--- src/rtl/parallel_ntt_router.sv ---
// Host-side router for a cluster of NUM_PROC NTT processors: write demux, read-return mux,
// start pulse generation, run tracking (busy/done) and sticky error reporting.
module parallel_ntt_router #(
    parameter int NUM_PROC = 4,
    parameter int DATA_W   = 32,
    parameter int PIDX_W   = 2
) (
    input  logic                       clk,
    input  logic                       rst_b,
    input  logic                       start,
    input  logic [DATA_W-1:0]          s_processor_din,
    input  logic [PIDX_W-1:0]          s_processor_num,
    input  logic                       s_processor_din_valid,
    input  logic [PIDX_W-1:0]          m_processor_num,
    input  logic                       m_processor_num_valid,
    output logic [DATA_W-1:0]          m_processor_dout,
    output logic                       m_processor_dout_valid,
    output logic [DATA_W-1:0]          proc_din,
    output logic [NUM_PROC-1:0]        proc_din_valid,
    output logic [NUM_PROC-1:0]        proc_read_valid,
    input  logic [NUM_PROC*DATA_W-1:0] proc_dout,
    input  logic [NUM_PROC-1:0]        proc_dout_valid,
    output logic                       proc_start,
    input  logic [NUM_PROC-1:0]        proc_done,
    output logic                       busy,
    output logic                       done,
    output logic [2:0]                 err,
    input  logic                       err_clr
);

    typedef enum logic {IDLE, RUN} state_t;

    localparam logic [PIDX_W:0] NUM_PROC_L = (PIDX_W + 1)'(NUM_PROC);

    state_t              state, state_nxt;
    logic                start_reg;
    logic                start_armed;
    logic                rise;
    logic                all_done;
    logic                start_pulse_nxt;
    logic [NUM_PROC-1:0] done_seen, done_seen_nxt, seen_now;

    logic                wr_bad, wr_blocked, rd_bad, rd_blocked;
    logic [NUM_PROC-1:0] wr_en, rd_en;
    logic [DATA_W-1:0]   ret_data;
    logic                ret_valid, ret_collision;
    logic [2:0]          err_new;

    function automatic logic [NUM_PROC-1:0] one_hot(input logic [PIDX_W-1:0] idx);
        logic [NUM_PROC-1:0] oh;
        oh = '0;
        for (int i = 0; i < NUM_PROC; i++)
            oh[i] = (idx == PIDX_W'(i));
        return oh;
    endfunction

    // A level held high across reset must not look like a fresh edge, so the
    // edge detector only arms after it has sampled start once out of reset.
    assign rise     = start & ~start_reg & start_armed;
    assign seen_now = done_seen | proc_done;
    assign all_done = (state == RUN) && (&seen_now);

    always_comb begin
        state_nxt       = state;
        done_seen_nxt   = done_seen;
        start_pulse_nxt = 1'b0;
        busy            = 1'b0;
        done            = 1'b0;
        case (state)
            IDLE: begin
                if (rise) begin
                    start_pulse_nxt = 1'b1;
                    done_seen_nxt   = '0;
                    state_nxt       = RUN;
                end
            end
            RUN: begin
                done_seen_nxt = seen_now;
                if (all_done) begin
                    state_nxt = IDLE;
                    done      = rst_b;
                end else begin
                    busy = 1'b1;
                end
            end
            default: state_nxt = IDLE;
        endcase
    end

    // Host access decode: out-of-range indices and accesses during a run are dropped.
    always_comb begin
        wr_bad     = s_processor_din_valid & ({1'b0, s_processor_num} >= NUM_PROC_L);
        wr_blocked = s_processor_din_valid & busy;
        rd_bad     = m_processor_num_valid & ({1'b0, m_processor_num} >= NUM_PROC_L);
        rd_blocked = m_processor_num_valid & busy;
        wr_en      = '0;
        rd_en      = '0;
        if (s_processor_din_valid && !wr_bad && !wr_blocked)
            wr_en = one_hot(s_processor_num);
        if (m_processor_num_valid && !rd_bad && !rd_blocked)
            rd_en = one_hot(m_processor_num);
    end

    // Lowest-index processor wins the return path; more than one claimant is a collision.
    always_comb begin
        ret_data      = '0;
        ret_valid     = |proc_dout_valid;
        ret_collision = (proc_dout_valid & (proc_dout_valid - NUM_PROC'(1))) != '0;
        for (int i = NUM_PROC - 1; i >= 0; i--) begin
            if (proc_dout_valid[i])
                ret_data = proc_dout[i*DATA_W +: DATA_W];
        end
    end

    assign err_new = {ret_collision,
                      wr_blocked | rd_blocked | (rise & (state == RUN)),
                      wr_bad | rd_bad};

    // NOTE: every register here uses <= so all of them update from pre-edge values
    // together; the reset branch is synchronous, so it lives inside the clocked block.
    always_ff @(posedge clk) begin
        if (!rst_b) begin
            state                  <= IDLE;
            done_seen              <= '0;
            start_reg              <= 1'b0;
            start_armed            <= 1'b0;
            proc_start             <= 1'b0;
            proc_din               <= '0;
            proc_din_valid         <= '0;
            proc_read_valid        <= '0;
            m_processor_dout       <= '0;
            m_processor_dout_valid <= 1'b0;
            err                    <= '0;
        end else begin
            state                  <= state_nxt;
            done_seen              <= done_seen_nxt;
            start_reg              <= start;
            start_armed            <= 1'b1;
            proc_start             <= start_pulse_nxt;
            proc_din               <= s_processor_din;
            proc_din_valid         <= wr_en;
            proc_read_valid        <= rd_en;
            m_processor_dout       <= ret_data;
            m_processor_dout_valid <= ret_valid;
            err                    <= (err_clr ? 3'b000 : err) | err_new;
        end
    end

endmodule

--- config.mk ---
export PLATFORM = sky130hd
export DESIGN_NAME = parallel_ntt_router
export DESIGN_NICKNAME = d
export VERILOG_FILES = /design/src/rtl/parallel_ntt_router.sv
export SDC_FILE = /design/constraint.sdc
export NUM_CORES = 1
export LEC_CHECK = 0
export CAP_MARGIN = 20
export CORE_ASPECT_RATIO = 0.9
export CORE_MARGIN = 3
export CORE_UTILIZATION = 30
export DETAILED_ROUTE_END_ITERATION = 16
export GPL_ROUTABILITY_DRIVEN = 1
export PLACE_DENSITY = 0.74
export SLEW_MARGIN = 20
export SYNTH_ARGS = -nofsm -noshare
export SYNTH_HDL_FRONTEND = slang
export SYNTH_SLANG_ARGS = --single-unit
--- constraint.sdc ---
create_clock -name clk -period 1.2 [get_ports clk]
set_clock_uncertainty 0.15 [all_clocks]
set_input_delay 0.24 -clock clk [delete_from_list [all_inputs] [get_ports clk]]
set_output_delay 0.24 -clock clk [all_outputs]
set_load 0.03 [all_outputs]
==> qor.txt, run 1 <==
Fin crit period: 1.59 ns
Kind of critical path: flip-flop to output pin
Most frequent cell after synthesis: dfxtp_1
Residual DRC: 0
Post-route ant nets: 0
Largest net degree at the start of global routing: 38
DP Worst Slack: -0.626 ns
Mapped Avg Cell Area: 11.1 um2
Area contributors post-synth: dfxtp_1 (51%), a221oi_2 (13%), o221ai_1 (8.6%)
Period utilization: 133%
All-Layer GR Usage: 20.0%
Clk_lat worst skew: 0.33 ns
Global route overflow: 0
Synth top area share: 51.3%
Antenna violations before repair: 0
Drt pass-1 iters: 5
Wire per inst: 18.4 um
Final Max Slew Viols: 0
Initial cell density of the core: 31.2%
CTS clock-pin slew for the worst setup and hold paths: 0.06 ns
Synth Warn #: 0
Diode count: 0
Placeable Area: 0.0104 mm2
Cell taking the most area after synthesis: dfxtp_1
Synth Net Count: 469
Max FO, Critical Path: 3
Final worst slack: -0.393 ns
Max_cap viols: 0
Crit end category: output pin
Post-Syn Area: 0.00324 mm2
Chip height: 105 um
Fillcell total: 800
Via-to-Cell Ratio: 4.90
Clock buffer depth: 2
Io pins: 257
Async S/R FF share, synth: 0%
Cell row count: 35
# nets final: 744
First-pass GRT wire length: 18800 um
Critical path required time: 0.81 ns
Critical Path AT: 1.20 ns
Crit path launch type: flip-flop
Chip width: 116 um
TritonCTS clock tree: built
Largest regs: m_processor_dout x32, proc_din x32
Vias: 3427
Worst vdd ir: 0.751 mV
Power, Total: 7.80 mW
Cts bufs inserted: 9
Vias in the first global route: 3500
RSZ-0062 raised after global routing: true
Failing checks: setup timing
Dominant synthesized flop cell: dfxtp_1
Placed wire-length estimate: 9650 um
Share of cells above drive strength 1: 44.0%
Area of the multi-input gates: 0.00152 mm2
Lkg Pwr: 2.74 nW
Gpl congestion: 0.784
Worst hold path type: input port to flip-flop
Initial DRC count: 157
Power per cell area: 1150 mW/mm2
Die area: 0.0121 mm2
Number of flops mapped to enable cells by yosys: 0
Final wirelength: 12800 um
Port Buffers: 255
Post-Syn Instances: 291
Final hold vios: 0
Post-synthesis sequential area ratio: 51.3%
P&R area growth vs syn: 110%
Outcome: finished, violations left
Root Buffer: clkbuf_16
Seq cells post-synth: 83
Fmax: 628 MHz
Hold buffers post-CTS: 0
Reg area: 0.00175 mm2
Final setup violation count: 14
Sum Neg Setup Slack: -1.89 ns
Post-synth top cells: dfxtp_1 (83), and2_1 (34), nor2_1 (34), o221ai_1 (32), a221oi_2 (28)
Clock sinks: 83
H-Tree Depth: 3
Library cells used by synthesis: 33
cells by family (layout without fill, tap and decap cells):
family / after synthesis / after routing / synth area share (%)
compound gates: 80 / 80 / 25.8
buf+inv: 29 / 309 / 5.13
simple gates: 97 / 97 / 17.4
other cells: 1 / 1 / 0.116
fa+ha+maj: 1 / 1 / 0.309
flops: 83 / 83 / 51.3
routing by layer:
layer / global-route usage [%] / vias to the layer above / routed length (um)
met5: 0 / - / 0
met4: 6.37 / 0 / 330
met3: 6.72 / 25 / 1110
met2: 36.9 / 155 / 6900
met1: 21.1 / 1613 / 4510
li1: - / 1634 / -
final timing paths:
kind	from	end	slack (ns)	cells past startpoint
max	done_seen[0]	done	-0.39	4
min	rst_b	start_armed	0.14	2
max reg2reg	done_seen[2]	proc_din_valid[1]	-0.20	5
min reg2reg	done_seen[3]	done_seen[3]	0.37	2
worst max-delay path: stages (launching register included):
cell and delay [ns]:
dfxtp_2 0.35, o22ai_4 0.07, buf_6 0.13, nor3_4 0.17, buf_6 0.15
power breakdown:
part           internal [mW]  switching, mW  leakage (nW)  total, mW
sequential              2.96         0.0893         0.710       3.05
clock                   1.68           1.11         0.150       2.79
combinational           1.11          0.850          1.88       1.96
total                   5.75           2.05          2.74       7.80
cell type report:
type                            instances  area share [%]
Timing Repair Buffer                  292            45.1
Sequential cell                        83            25.7
Multi-Input combinational cell        179            22.3
Clock buffer                           11            3.57
Tap cell                              129            2.37
Clock inverter                          5           0.901
Inverter                                1          0.0552
cell usage in the layout (no fill, tap or decap), types with 3 or more instances in the layout:
cell type	count
nand2_1	9
o221ai_1	30
clkdlybuf4s50_1	168
nand2b_1	3
buf_12	8
buf_4	22
o21ai_0	3
dfxtp_1	12
nor2_1	34
a221oi_2	30
dfxtp_2	71
and2_1	34
dlygate4sd2_1	6
a21oi_1	6
nand3b_1	3
buf_6	83
clkbuf_16	9
what timing repair did:
item | in CTS | in global routing
endpoints found under the setup margin | 88 | 100
gates cloned | 2 | 0
pin swaps | 14 | 11
gates resized for setup | 94 | 81
setup buffers | 2 | 5
per-stage QoR:
step / utilization (%) / instance area (um2) / instances / hold WS [ns]
2_1_floorplan: - / 3290 / 291 / 0.118
3_3_place_gp: 57.2 / 5930 / 676 / 0.322
3_5_place_dp: 57.2 / 5930 / 676 / 0.330
4_1_cts: 63.2 / 6560 / 696 / 0.130
5_1_grt: 65.6 / 6810 / 700 / 0.138
6_report: 65.6 / 6810 / 700 / 0.143
(Power assumes the default switching activity.)
==> run 2, diff against run 1 <==
--- a/config.mk
+++ b/config.mk
@@ -6,12 +6,12 @@
 export NUM_CORES = 1
 export LEC_CHECK = 0
 export CAP_MARGIN = 20
-export CORE_ASPECT_RATIO = 0.9
-export CORE_MARGIN = 3
-export CORE_UTILIZATION = 30
+export CORE_AREA = 3 3 98 100
 export DETAILED_ROUTE_END_ITERATION = 16
+export DIE_AREA = 0 0 101 103
+export DONT_BUFFER_PORTS = 1
 export GPL_ROUTABILITY_DRIVEN = 1
-export PLACE_DENSITY = 0.74
+export PLACE_DENSITY = 0.49
 export SLEW_MARGIN = 20
 export SYNTH_ARGS = -nofsm -noshare
 export SYNTH_HDL_FRONTEND = slang
==> run 2 against run 1 <==
The flow finishes with violations (hold timing, setup timing). Via count shrank 23%. Combinational power decreased by 63%. First-iteration DRC count fell by 62%. Routed wire length down 21%.
==> qor.txt, run 2 (synthesis results as in run 1) <==
Outcome: finished, violations left (unchanged)
Failing checks: hold timing, setup timing (was setup timing)
Period utilization: 132% (was 133%)
Worst reg2reg setup slack: -0.11 ns (was -0.20 ns)
Crit end category: output pin (unchanged)
Drt pass-1 iters: 4 (was 5)
Initial DRC count: 60 (was 157)
Placeable Area: 0.00876 mm2 (was 0.0104 mm2)
Global route overflow: 0 (unchanged)
Residual DRC: 0 (unchanged)
Area of the multi-input gates: 0.00148 mm2 (was 0.00152 mm2)
Switching power: 1.74 mW (was 2.05 mW)
Inst Count DP: 385 (was 676)
Wire per inst: 21.2 um (was 18.4 um)
Chip width: 101 um (was 116 um)
Root Buffer: clkbuf_8 (was clkbuf_16)
Final Instance Count excl. Fillers: 475 (was 700)
Max FO, Critical Path: 2 (was 3)
Most common cell after layout, fill and taps aside: dlygate4sd3_1 (was clkdlybuf4s50_1)
Vias: 2629 (was 3427)
Sum Neg Setup Slack: -1.39 ns (was -1.89 ns)
Combinational share of power: 12.3% (was 25.2%)
Diode count: 0 (unchanged)
Cell row count: 34 (was 35)
Reg area: 0.00184 mm2 (was 0.00175 mm2)
Final worst slack: -0.384 ns (was -0.393 ns)
Final setup violation count: 11 (was 14)
Placement-stage cell area: 0.00346 mm2 (was 0.00593 mm2)
Vias in the first global route: 2649 (was 3500)
Switching portion of total power: 29.7% (was 26.3%)
Die area: 0.0104 mm2 (was 0.0121 mm2)
Clk network pwr share: 31.2% (was 35.8%)
Largest net degree at the start of global routing: 80 (was 38)
Chip height: 103 um (was 105 um)
P&R area growth vs syn: 41.2% (was 110%)
Final hold vios: 68 (was 0)
Final Max Slew Viols: 0 (unchanged)
Crit path launch type: flip-flop (unchanged)
Fin Hold WS: -0.218 ns (was 0.143 ns)
Reg2reg path depth: 4 (was 5)
Clk_lat worst skew: 0.34 ns (was 0.33 ns)
Largest regs: m_processor_dout x32, proc_din x32 (unchanged)
Worst vdd ir: 0.725 mV (was 0.751 mV)
Critical Path AT: 1.19 ns (was 1.20 ns)
Power per cell area: 1280 mW/mm2 (was 1150 mW/mm2)
All-Layer GR Usage: 18.0% (was 20.0%)
Max_cap viols: 0 (unchanged)
Clock buffer depth: 2 (unchanged)
Antenna violations before repair: 0 (unchanged)
Io pins: 257 (unchanged)
Setup crit start: done_seen[0] (unchanged)
Gpl congestion: 0.699 (was 0.784)
Reg-to-reg critical path startpoint: done_seen[2] (unchanged)
Fin crit period: 1.58 ns (was 1.59 ns)
Lkg Pwr: 1.70 nW (was 2.74 nW)
Placed wire-length estimate: 6910 um (was 9650 um)
Critical path required time: 0.81 ns (about the same)
Port Buffers: 0 (was 255)
DP Worst Slack: -0.120 ns (was -0.626 ns)
First-pass GRT wire length: 14200 um (was 18800 um)
Kind of critical path: flip-flop to output pin (unchanged)
Fillcell total: 801 (was 800)
Seq pwr share: 56.6% (was 39.0%)
Share of cells above drive strength 1: 42.5% (was 44.0%)
Worst hold path type: input port to flip-flop (unchanged)
# nets final: 540 (was 744)
RSZ-0062 raised after global routing: true (unchanged)
Post-route ant nets: 0 (unchanged)
Fin area: 0.00458 mm2 (was 0.00681 mm2)
Final wirelength: 10100 um (was 12800 um)
Initial cell density of the core: 37.0% (was 31.2%)
Most frequent cells in the layout: dlygate4sd3_1 (71), dfxtp_2 (48), and2_1 (34), nor2_1 (34), dfxtp_4 (32) (was clkdlybuf4s50_1 (168), buf_6 (83), dfxtp_2 (71))
Fmax: 631 MHz (was 628 MHz)
Clock sinks: 83 (unchanged)
TritonCTS clock tree: built (unchanged)
P_int: 4.12 mW (was 5.75 mW)
Worst Setup EP: done (unchanged)
Cts bufs inserted: 9 (unchanged)
Via-to-Cell Ratio: 5.53 (was 4.90)
H-Tree Depth: 3 (unchanged)
RR Endpoint: proc_read_valid[1] (was proc_din_valid[1])
CTS clock-pin slew for the worst setup and hold paths: 0.09 ns (was 0.06 ns)
==> run 2: area by class of cell <==
class | count | area share (%)
clock buffers | 10 | 2.79
clock inverters | 6 | 1.09
inverters | 1 | 0.0820
multi-input cells | 179 | 32.3
flip-flops and latches | 83 | 40.2
well taps | 108 | 2.95
repair buffers | 88 | 20.6
==> run 2: timing repair <==
item,CTS,global route
setup endpoints to repair,86,52
hold buffers,63,8
setup buffers,4,2
hold endpoints to repair,82,72
pin swaps,3,4
resized for setup,89,33
==> run 2: power by group through the flow <==
| stage | combinational (mW) | sequential (mW) | clock [mW] |
|---|---|---|---|
| finish | 0.719 | 3.31 | 1.83 |
| global route | 0.789 | 3.33 | 2.04 |
| CTS | 0.700 | 3.35 | 1.92 |
| detailed placement | 0.494 | 3.38 | 0 |
| global placement | 0.485 | 3.39 | 0 |
| floorplan | 0.423 | 3.36 | 0 |
==> run 2: per-layer routing <==
| layer | wire length (um) | share of wire [%] | GRT usage [%] | vias up |
|---|---|---|---|---|
| met5 | 0 | 0 | 0 | - |
| met4 | 136 | 1.3 | 5.11 | 0 |
| met3 | 1100 | 11 | 8.46 | 10 |
| met2 | 5360 | 53 | 31.6 | 149 |
| met1 | 3480 | 35 | 19.4 | 1246 |
| li1 | - | - | - | 1224 |
==> run 2: metrics by stage <==
step | power (mW) | util, %
floorplan | 3.78 | -
global placement | 3.87 | 39.5
detailed placement | 3.88 | 39.5
CTS | 5.97 | 50.5
global route | 6.16 | 52.2
finish | 5.86 | 52.2
==> run 2: worst min path at each step <==
stage               start           to  slack [ns]  cells past startpoint
floorplan           rst_b  start_armed        0.12                      0
global placement    rst_b  start_armed        0.12                      0
detailed placement  rst_b  start_armed        0.12                      0
CTS                 rst_b  start_armed       -0.25                      0
global route        rst_b  start_armed       -0.26                      0
finish              rst_b  start_armed       -0.22                      0
==> run 2: critical path, cell delays in order (launching register included) <==
cell,delay [ns]
dfxtp_2,0.36
o22ai_4,0.07
buf_6,0.12
nor3_4,0.15
buf_12,0.15
==> run 3, diff against run 2 <==
--- a/config.mk
+++ b/config.mk
@@ -6,12 +6,12 @@
 export NUM_CORES = 1
 export LEC_CHECK = 0
 export CAP_MARGIN = 20
-export CORE_AREA = 3 3 98 100
+export CORE_AREA = 3 3 99 101
 export DETAILED_ROUTE_END_ITERATION = 16
-export DIE_AREA = 0 0 101 103
+export DIE_AREA = 0 0 102 104
 export DONT_BUFFER_PORTS = 1
 export GPL_ROUTABILITY_DRIVEN = 1
-export PLACE_DENSITY = 0.49
+export PLACE_DENSITY = 0.48
 export SLEW_MARGIN = 20
 export SYNTH_ARGS = -nofsm -noshare
 export SYNTH_HDL_FRONTEND = slang
==> run 3 against run 2 <==
The flow still finishes with violations (hold timing, setup timing). First-iteration DRC count grew 58%. Sequential power is essentially flat. Routed wire length shrank 0.59%. Final cell count shrank 0.63%. Design area shrank 0.82%.
==> qor.txt, run 3 (synthesis results as in run 1) <==
Cell row count: 35 (was 34)
First-pass GRT wire length: 14400 um (was 14200 um)
DP Worst Slack: -0.123 ns (was -0.120 ns)
Diode count: 0 (unchanged)
Vias in the first global route: 2610 (was 2649)
Switching portion of total power: 29.4% (was 29.7%)
Wire per inst: 21.2 um (about the same)
Final Max Slew Viols: 0 (unchanged)
Inst Count DP: 391 (was 385)
Global route overflow: 0 (unchanged)
Worst vdd ir: 0.632 mV (was 0.725 mV)
Outcome: finished, violations left (unchanged)
Critical Path AT: 1.21 ns (was 1.19 ns)
Antenna violations before repair: 2 (was 0)
Hold path start: rst_b (unchanged)
Die area: 0.0106 mm2 (was 0.0104 mm2)
Worst reg2reg setup slack: -0.21 ns (was -0.11 ns)
CTS clock-pin slew for the worst setup and hold paths: 0.09 ns (about the same)
Worst path top cell family by delay: compound AO/OA/AOI/OAI gates (was flip-flops)
Slowest CP cell: dfxtp_2 (unchanged)
Clk network pwr share: 31.7% (was 31.2%)
Kind of critical path: flip-flop to output pin (unchanged)
Failing checks: hold timing, setup timing (unchanged)
RSZ-0062 raised after global routing: true (unchanged)
Fillcell total: 828 (was 801)
Max FO, Critical Path: 3 (was 2)
Final worst slack: -0.404 ns (was -0.384 ns)
Switching power: 1.73 mW (was 1.74 mW)
Critical Path Stages: 3 (was 4)
Clock sinks: 83 (unchanged)
Largest regs: m_processor_dout x32, proc_din x32 (unchanged)
Chip height: 104 um (was 103 um)
Placeable Area: 0.00911 mm2 (was 0.00876 mm2)
Period utilization: 134% (was 132%)
RR Endpoint: proc_din_valid[2] (was proc_read_valid[1])
Residual DRC: 0 (unchanged)
Largest net degree at the start of global routing: 80 (unchanged)
Max_cap viols: 0 (unchanged)
Seq pwr share: 56.3% (was 56.6%)
Port Buffers: 0 (unchanged)
Reg-to-reg critical path startpoint: done_seen[0] (was done_seen[2])
Final wirelength: 10000 um (was 10100 um)
All-Layer GR Usage: 17.9% (was 18.0%)
Most common cell after layout, fill and taps aside: dlygate4sd3_1 (unchanged)
Chip width: 102 um (was 101 um)
Placed wire-length estimate: 7170 um (was 6910 um)
Lkg Pwr: 1.69 nW (was 1.70 nW)
Root Buffer: clkbuf_8 (unchanged)
Fin crit period: 1.60 ns (was 1.58 ns)
Final Instance Count excl. Fillers: 472 (was 475)
Sum Neg Setup Slack: -1.99 ns (was -1.39 ns)
Reg2reg path depth: 5 (was 4)
Cts bufs inserted: 9 (unchanged)
CP Cell Sequence: o22ai_4 -> o21a_1 -> buf_4 (was o22ai_4 -> buf_6 -> nor3_4 -> buf_12)
TritonCTS clock tree: built (unchanged)
Crit path launch type: flip-flop (unchanged)
Most frequent cells in the layout: dlygate4sd3_1 (61), dfxtp_2 (53), and2_1 (34), nor2_1 (34), o221ai_1 (31) (was dlygate4sd3_1 (71), dfxtp_2 (48), and2_1 (34), nor2_1 (34), dfxtp_4 (32))
Initial cell density of the core: 35.6% (was 37.0%)
Combinational share of power: 12.0% (was 12.3%)
Crit end category: output pin (unchanged)
# nets final: 534 (was 540)
Vias: 2608 (was 2629)
Worst Setup EP: busy (was done)
Gpl congestion: 0.719 (was 0.699)
Fin Hold WS: -0.230 ns (was -0.218 ns)
Initial DRC count: 95 (was 60)
Setup crit start: done_seen[2] (was done_seen[0])
Clock buffer depth: 2 (unchanged)
Fmax: 624 MHz (was 631 MHz)
CP bufs+invs: 1 (was 2)
Final hold vios: 69 (was 68)
Worst hold path type: input port to flip-flop (unchanged)
Io pins: 257 (unchanged)
Delay of the slowest critical-path stage: 0.34 ns (was 0.36 ns)
Final setup violation count: 12 (was 11)
Clk_lat worst skew: 0.35 ns (was 0.34 ns)
Share of cells above drive strength 1: 44.9% (was 42.5%)
P_int: 4.16 mW (was 4.12 mW)
Drt pass-1 iters: 4 (unchanged)
Via-to-Cell Ratio: 5.53 (about the same)
P&R area growth vs syn: 40.1% (was 41.2%)
Post-route ant nets: 0 (unchanged)
H-Tree Depth: 3 (unchanged)
Power per cell area: 1300 mW/mm2 (was 1280 mW/mm2)
Critical path required time: 0.81 ns (about the same)
-- run 3: metal layers --
layer / share of wire (%) / vias up / global-route usage, %
met3: 12 / 17 / 9.19
li1: - / 1212 / -
met2: 51 / 157 / 30.5
met4: 2.1 / 4 / 6.56
met1: 34 / 1218 / 18.3
met5: 0.27 / - / 0
-- run 3: area by class of cell --
cell class	count	area, um2	share of cell area, %
multi-input cells	179	1510	33.3
clock buffers	10	138	3.03
repair buffers	82	867	19.1
flip-flops and latches	83	1830	40.4
well taps	111	139	3.06
clock inverters	6	47.5	1.05
inverters	1	3.75	0.0827
-- run 3: worst min path at each step --
stage	cells past startpoint	slack (ns)	endpoint
floorplan	0	0.12	start_armed
detailed placement	0	0.12	start_armed
global route	0	-0.26	start_armed
CTS	0	-0.27	start_armed
global placement	0	0.12	start_armed
finish	0	-0.23	start_armed
-- run 3: repair_timing --
item | in CTS | in global routing
gates resized for setup | 88 | 31
pin swaps | 2 | 4
hold buffers | 52 | 9
hold endpoints to repair | 82 | 74
endpoints found under the setup margin | 86 | 36
buffers inserted | 0 | 4
-- run 3: stage by stage --
stage / cell area, um2 / hold slack (ns) / power [mW] / util (%)
after floorplan: 3290 / 0.118 / 3.78 / -
after global placement: 3470 / 0.122 / 3.87 / 38.1
after detailed placement: 3470 / 0.123 / 3.88 / 38.1
after CTS: 4320 / -0.265 / 5.96 / 47.4
after global routing: 4540 / -0.260 / 6.20 / 49.8
final: 4540 / -0.230 / 5.90 / 49.8
-- run 3: power by group through the flow --
stage,sequential [mW],combinational [mW],clock (mW)
2_1_floorplan,3.36,0.423,0
5_1_grt,3.34,0.772,2.08
3_3_place_gp,3.39,0.484,0
6_report,3.32,0.705,1.87
4_1_cts,3.35,0.649,1.96
3_5_place_dp,3.38,0.493,0
